<file path="config.mk">
export PLATFORM = sky130hd
export DESIGN_NAME = wb_arbiter
export DESIGN_NICKNAME = d
export VERILOG_FILES = /design/src/rtl/wb_arbiter.sv
export SDC_FILE = /design/constraint.sdc
export NUM_CORES = 1
export LEC_CHECK = 0
export CORE_UTILIZATION = 34
export CTS_CLUSTER_SIZE = 40
export DETAILED_ROUTE_END_ITERATION = 8
export PLACE_DENSITY = 0.58
export SLEW_MARGIN = 20
export SYNTH_ARGS = -nofsm -noshare
export SYNTH_HDL_FRONTEND = slang
export SYNTH_SLANG_ARGS = --single-unit
</file>
<file path="constraint.sdc">
create_clock -name clk -period 6.6 [get_ports clk]
set_input_delay 0.66 -clock clk [delete_from_list [all_inputs] [get_ports clk]]
set_output_delay 0.66 -clock clk [all_outputs]
set_load 0.005 [all_outputs]
</file>
<file path="src/rtl/wb_arbiter.sv">
// ---------------------------------------------------------------------------
// wb_arbiter
//   Write-back arbiter and busy scoreboard feeding the single register-file
//   write port. Single-cycle pipeline results take priority. Long-latency
//   results (div / load-miss) queue in a small FIFO and drain whenever the
//   pipeline leaves the port free. A starvation counter raises stall_req so
//   that the FIFO head is not held off indefinitely.
//
// Ports
//   clk, rst                  clock, synchronous active-low reset
//   pipe_we/waddr/wdata       pipeline result (always accepted)
//   lu_issue, lu_issue_addr   long-latency issue; marks destination busy
//   lu_valid/waddr/wdata      long-latency result, accepted when lu_ready
//   lu_ready                  FIFO not full (no pop-through)
//   chk_addr1/2 -> busy1/2    combinational scoreboard lookup (x0 never busy)
//   stall_req                 registered request to hold pipe_we low
//   fifo_cnt                  FIFO occupancy
//   we/waddr/wdata            registered register-file write port
// ---------------------------------------------------------------------------
module wb_arbiter #(
    parameter int FIFO_DEPTH = 4,
    parameter int STARVE_MAX = 8
) (
    input  logic                          clk,
    input  logic                          rst,
    input  logic                          pipe_we,
    input  logic [4:0]                    pipe_waddr,
    input  logic [31:0]                   pipe_wdata,
    input  logic                          lu_issue,
    input  logic [4:0]                    lu_issue_addr,
    input  logic                          lu_valid,
    output logic                          lu_ready,
    input  logic [4:0]                    lu_waddr,
    input  logic [31:0]                   lu_wdata,
    input  logic [4:0]                    chk_addr1,
    input  logic [4:0]                    chk_addr2,
    output logic                          busy1,
    output logic                          busy2,
    output logic                          stall_req,
    output logic [$clog2(FIFO_DEPTH):0]   fifo_cnt,
    output logic                          we,
    output logic [4:0]                    waddr,
    output logic [31:0]                   wdata
);

    localparam int PTR_W = $clog2(FIFO_DEPTH);
    localparam int CNT_W = PTR_W + 1;
    localparam int STV_W = $clog2(STARVE_MAX + 1);

    logic [4:0]       fifo_addr_mem [FIFO_DEPTH];
    logic [31:0]      fifo_data_mem [FIFO_DEPTH];

    logic [PTR_W-1:0] wptr_q, wptr_d;
    logic [PTR_W-1:0] rptr_q, rptr_d;
    logic [CNT_W-1:0] cnt_q, cnt_d;
    logic [31:0]      busy_q, busy_d;
    logic [STV_W-1:0] starve_q, starve_d;
    logic             stall_q, stall_d;
    logic             we_q, we_d;
    logic [4:0]       waddr_q, waddr_d;
    logic [31:0]      wdata_q, wdata_d;

    logic             fifo_empty;
    logic             push;
    logic             pipe_sel;
    logic             pop;
    logic [4:0]       head_addr;
    logic [31:0]      head_data;

    // Saturating increment keeps the starvation count pinned at STARVE_MAX
    // should the head stay blocked past the stall request.
    function automatic logic [STV_W-1:0] sat_inc(input logic [STV_W-1:0] v);
        if (v == STV_W'(STARVE_MAX)) begin
            return v;
        end
        return v + STV_W'(1);
    endfunction

    // Stage 0: arbitration between pipeline result and FIFO head
    always_comb begin
        fifo_empty = (cnt_q == '0);
        // Full means not ready even if the head pops this cycle.
        lu_ready   = (cnt_q != CNT_W'(FIFO_DEPTH));
        push       = lu_valid && lu_ready;
        // A pipeline write to x0 carries nothing and must not block the FIFO.
        pipe_sel   = pipe_we && (pipe_waddr != 5'd0);
        pop        = !pipe_sel && !fifo_empty;
        head_addr  = fifo_addr_mem[rptr_q];
        head_data  = fifo_data_mem[rptr_q];
    end

    always_comb begin
        wptr_d  = push ? wptr_q + PTR_W'(1) : wptr_q;
        rptr_d  = pop  ? rptr_q + PTR_W'(1) : rptr_q;

        cnt_d = cnt_q;
        case ({push, pop})
            2'b10:   cnt_d = cnt_q + CNT_W'(1);
            2'b01:   cnt_d = cnt_q - CNT_W'(1);
            default: cnt_d = cnt_q;
        endcase

        we_d    = pipe_sel || pop;
        waddr_d = waddr_q;
        wdata_d = wdata_q;
        if (pipe_sel) begin
            waddr_d = pipe_waddr;
            wdata_d = pipe_wdata;
        end else if (pop) begin
            waddr_d = head_addr;
            wdata_d = head_data;
        end

        // Clear first so that a same-cycle re-issue of the address wins.
        busy_d = busy_q;
        if (pop) begin
            busy_d[head_addr] = 1'b0;
        end
        if (lu_issue && (lu_issue_addr != 5'd0)) begin
            busy_d[lu_issue_addr] = 1'b1;
        end

        if (pop || fifo_empty) begin
            starve_d = '0;
        end else begin
            starve_d = sat_inc(starve_q);
        end
        stall_d = (starve_d == STV_W'(STARVE_MAX));
    end

    // Stage 1: registered write port, FIFO control and scoreboard
    always_ff @(posedge clk) begin
        if (!rst) begin
            wptr_q   <= '0;
            rptr_q   <= '0;
            cnt_q    <= '0;
            busy_q   <= '0;
            starve_q <= '0;
            stall_q  <= 1'b0;
            we_q     <= 1'b0;
            waddr_q  <= '0;
            wdata_q  <= '0;
        end else begin
            wptr_q   <= wptr_d;
            rptr_q   <= rptr_d;
            cnt_q    <= cnt_d;
            busy_q   <= busy_d;
            starve_q <= starve_d;
            stall_q  <= stall_d;
            we_q     <= we_d;
            waddr_q  <= waddr_d;
            wdata_q  <= wdata_d;
        end
    end

    // FIFO storage is data only; validity is tracked by the pointers.
    always_ff @(posedge clk) begin
        if (push) begin
            fifo_addr_mem[wptr_q] <= lu_waddr;
            fifo_data_mem[wptr_q] <= lu_wdata;
        end
    end

    assign busy1     = (chk_addr1 != 5'd0) && busy_q[chk_addr1];
    assign busy2     = (chk_addr2 != 5'd0) && busy_q[chk_addr2];
    assign stall_req = stall_q;
    assign fifo_cnt  = cnt_q;
    assign we        = we_q;
    assign waddr     = waddr_q;
    assign wdata     = wdata_q;

endmodule

</file>
# Word-level counts from Yosys, hierarchy flattened
# Memories as Yosys holds them, arrays and structs flattened. A register that Yosys moved wholly into a read port is not among the register bits.
# Cells that the tools add are included.
# totals
ff_bits,82
ram_bits,148
inputBits,94
elab_cells,75
n_memories,2
# memory_table
name,words,width,read_ports,rd_ports_with_merged_regs,write_ports,line,rtl
fifo_data_mem,4,32,1,1,1,51,logic [31:0] fifo_data_mem [FIFO_DEPTH];
fifo_addr_mem,4,5,1,1,1,50,logic [4:0] fifo_addr_mem [FIFO_DEPTH];
# classes
addsub,5
magnitude_cmp,6
n_eq_ne,5
mux,26
bitwise,3
reduce_logical,19
# op_table
op,n
32-bit 2-to-1 mux,4
32-bit AND,1
32-bit inverter,1
32-bit bitwise OR,1
5-bit by 6-bit < comparator with 1-bit output (second input constant),4
5-bit nonzero test,4
4-bit 2-to-1 mux,3
1-bit binary-select mux with 5-bit select,2
1-bit demux with 5-bit select,2
5-bit by 1-bit >= comparator with 1-bit output (second input constant),2
5-bit 2-to-1 mux,2
4-bit equality test (second input constant),2
1-bit logical AND,8
1-bit 2-to-1 mux,8
2-bit 2-to-1 mux,4
3-bit one-hot mux with 2 select lines,1
2-bit by 1-bit adder with 2-bit output (second input constant),2
4-bit by 1-bit adder with 4-bit output (second input constant),1
2-bit nonzero test,2
3-bit by 1-bit adder with 3-bit output (second input constant),1
3-bit logical NOT,1
3-bit inequality test (second input constant),1
3-bit by 1-bit subtractor with 3-bit output (second input constant),1
2-bit by 1-bit equality test with 1-bit output (second input constant),1
other kinds (3),5

# Longest topological paths before layout
# depth
word_depth,9
ltp_mapped,8

# Worst setup path before layout
# Ideal clock, no wire load.
# synth_path
path_kind,input to output
startpoint,in chk_addr2[0]
endpoint,out busy2
arrival_time_ps,1955
required_time_ps,5940
setup_slack_ps,3985
cell_stages,4
path_buffers,1
path_cell_list,clkbuf_1 > mux4_2 > a2111oi_0 > a211oi_1
# synth_via
elab_chain_len,3
elab_cells_between_ends,4
# synth_lines
item,line,rtl
from (decl),36,"input logic [4:0] chk_addr2,"
1-bit binary-select mux with 5-bit select,165,assign busy2 = (chk_addr2 != 5'd0) && busy_q[chk_addr2];
1-bit 2-to-1 mux (implied by the code),165,
1-bit logical AND *,165,
to (decl),38,"output logic busy2,"
# Mark *: on every way between the ends. The rest lies on a longest branch, timed or not. The select of a mux whose other input is x is not followed.

# Worst setup path after layout
# layout_path
startpoint,in chk_addr2[2]
endpoint,out busy2
# Same word-level chain as after synthesis.

==> key figures <==
GRT
  • Gr usage total: between 10% and 20%
  • Initial antenna violation count: 3
  • GRT overflow: 0
  • First-pass GRT wire length: 35,910 um
  • Largest net degree at the start of global routing: between 50 and 60
  • Vias in the first global route: 6,372

Critical path
  • Critical Path Start Type: input port
  • Endpoint class of the critical path: output port
  • Crit path buf inv count: 2
  • CP cell instances: clkdlybuf4s50_1, mux4_2, nor2b_1, a2111oi_0, a211oi_1, clkdlybuf4s50_1
  • Slowest CP cell: clkdlybuf4s50_1
  • Crit path max-delay family: buffers and inverters
  • Crit Path Class: input port to output port
  • CP most frequent cell: clkdlybuf4s50_1
  • Crit path from: chk_addr2[2]
  • Crit path required time: 5.94 ns
  • Crit path largest cell delay: 0.80 ns
  • Worst path arrival time: 3.14 ns
  • Worst-path fanout max: 11

Run
  • Max cap viols: 0

Route
  • Residual DRC count: 0
  • Drt initial violations: between 400 and 500
  • Total Routed Length: 23,280 um
  • ANT nets after route: 0
  • First-pass DRT Iterations: 5
  • DR WL/cell: ~19 um
  • Vias per cell: 5.201
  • Vias: 6,376

Logic synthesis
  • Seq/Total Area, Yosys: 63.03%
  • Syn Inst Count: between 700 and 800
  • Synth Area per Inst: 13.68 sq um
  • Area share of fa/ha/maj cells after synthesis: between 1 and 1.5%
  • Synth Area in Compound Gates: 11.46%
  • Mux cell area share after synthesis: 12.80%
  • Synth Register Bits: 231
  • Primary FF master, synth: edfxtp_1
  • Area share of and/or/nand/nor cells after synthesis: under 10%
  • Post-synthesis net count: 810
  • Top cells by area, synth: edfxtp_1 46%, dfxtp_1 17%, mux4_2 12%, nand2_1 3.4%, o21ai_0 2.4%
  • Syn. warnings: 0
  • EDFF count, synth: 148
  • Xor/xnor cell area share of the yosys netlist: less than 1%
  • Count leader, synth: edfxtp_1
  • Commonest cells post-synth: 148 x edfxtp_1, 89 x nand2_1, 83 x dfxtp_1
  • Number of distinct library cells after synthesis: 54
  • Main combinational cell family by area after synthesis: multiplexers
  • Synthesized area: 9687 sq um
  • Yosys top cell by area: edfxtp_1
  • Share of the synthesized area in the top cell type: 45.88%
  • Ys async rst share: 0%

Finish
  • Cell area after layout: 12,110 sq um
  • Filler cells: 2,570
  • Ratio of cells with drive above 1 in the final layout: 13.58%
  • Nets: 930
  • Sequential Area: between 6000 and 7000 sq um
  • Layout overhead on the synthesized area: 25.02%
  • Multi-input gate area: between 3000 and 4000 sq um

Timing
  • Fmax: 263.3 MHz
  • Final min period: ~3.8 ns
  • Max Slew Vio Count: 0
  • RSZ-0062 raised after global routing: false
  • Final worst-path cycle share: 57.54%
  • Setup violators final: 0
  • Final setup skew: roughly 0.019 ns
  • Worst relative slew slack: a little under a third
  • Final hold violation count: 0
  • Setup TNS: 0 ns
  • Least-Margin Pin Slew: 1.045 ns

Worst hold path
  • Worst Hold Class: flop to flop
  • Hold Path Origin: wdata[16]$_SDFFE_PN0P_

Placement
  • GP Congestion: 0.8298
  • Dpl hpwl: 14,610 um
  • Buffers on Ports: roughly 140
  • Placed cell area: 11,370 sq um

Clock network
  • # hold bufs at CTS: 0
  • Cts repair resizes: 0
  • Largest buffer count on any clock path: 3
  • CTS clk-pin slew, worst paths: about 0.050 ns
  • Clk Latency, worst-skew pair: about 0.52 ns
  • Sink Count: around 230
  • Clock H-tree levels: 1
  • Clock root buffer: clkbuf_16
  • Postcts setup bufs: 0
  • Number of CTS-inserted buffers: 25
  • CTS tree: built

Floorplanning
  • Die area: 29,170 sq um
  • Starting density of the core: 34.68%
  • CORE AREA: 27,930 sq um
  • Die Y: 170.8 um
  • IO Pins: between 100 and 150
  • Die width: between 150 and 200 um
  • Number of cell rows: 61

Pwr
  • Leak Pwr: approximately 0.004 uW
  • Total chip power: between 3000 and 4000 uW
  • Worst VDD drop: 0.1952 mV
  • Power per cell area: 327.1 nW/um^2

Status
  • Status: finished clean
## metal layers
| layer | up-vias | share of wire [%] | global-route usage (%) |
|---|---|---|---|
| li1 | 2991 | - | - |
| met1 | 3143 | 45 | 22.12 |
| met2 | 201 | 45 | 25.45 |
| met3 | 37 | 7.3 | 3.886 |
| met4 | 4 | 1.7 | 4.387 |
| met5 | - | 0.12 | 0 |
## path summary, 6_finish.rpt
check / depth (start not counted) / to / slack [ns]
worst min register to register: 2 / wdata[16]$_SDFFE_PN0P_ / 0.48
worst max register to register: 4 / busy_q[25]$_SDFF_PN0_ / 3.90
worst max-delay path: 6 / busy2 / 2.80
worst min-delay path: 2 / wdata[16]$_SDFFE_PN0P_ / 0.48
## cell families (layout without fill, tap and decap cells)
kind of cell / count (synthesis) / in the layout
compound gates: 175 / 175
flops: 231 / 231
other cells: 0 / 1
xor+xnor: 6 / 6
simple gates: 164 / 164
buf+inv: 63 / 202
fa+ha+maj: 8 / 8
mux: 61 / 61
## cell usage in the layout, fill, tap and decap left out, drive strengths merged, types with 7 or more instances in the layout
master,count
edfxtp,148
clkdlybuf4s50,137
nand2,89
dfxtp,83
mux4,50
o21ai,50
a21oi,44
a31oi,35
clkbuf,33
nor2,25
a311oi,19
a41oi,12
clkinv,11
inv,10
buf,10
mux2i,8
ha,7
and3,7
## per-stage QoR
step	hold slack (ns)	cells	worst slack (ns)	util, %
after CTS	0.4798	1225	2.763	43.33
after detailed placement	0.4646	1179	2.769	40.70
after floorplan	0.4597	708	3.985	-
after global placement	0.4639	1179	2.821	40.68
after global routing	0.4935	1226	2.560	43.35
final	0.4778	1226	2.802	43.35
## where the power goes
part | total, uW | leakage [uW] | switching (uW) | internal (uW)
combinational | 942 | 0.00150 | 533 | 409
clock | 1260 | 0.000367 | 547 | 710
sequential | 1760 | 0.00204 | 63.0 | 1700
## state kept, by name, summed over array words and instances, names as in the netlist, named ones only
name           flops
fifo_data_mem    128
wdata             32
busy_q            31
fifo_addr_mem     20
waddr              5
starve_q           4
fifo_cnt           3
rptr_q             2
wptr_q             2
stall_req          1
we                 1
## final cells by class
type	count	share of cell area [%]
antenna	1	0.02066
clock buffer	33	5.496
clock inverter	13	0.5682
inverter	9	0.2790
multi-input combinational	414	27.37
sequential	231	50.44
tap	378	3.905
timing repair buffer	147	11.92
## worst register-to-register path: stages (launching register included)
cell	delay [ns]
dfxtp_2	0.31
buf_4	0.60
mux4_2	0.69
nor3b_2	0.70
a41oi_1	0.22
No activity file was read; power rests on OpenSTA's default activity.
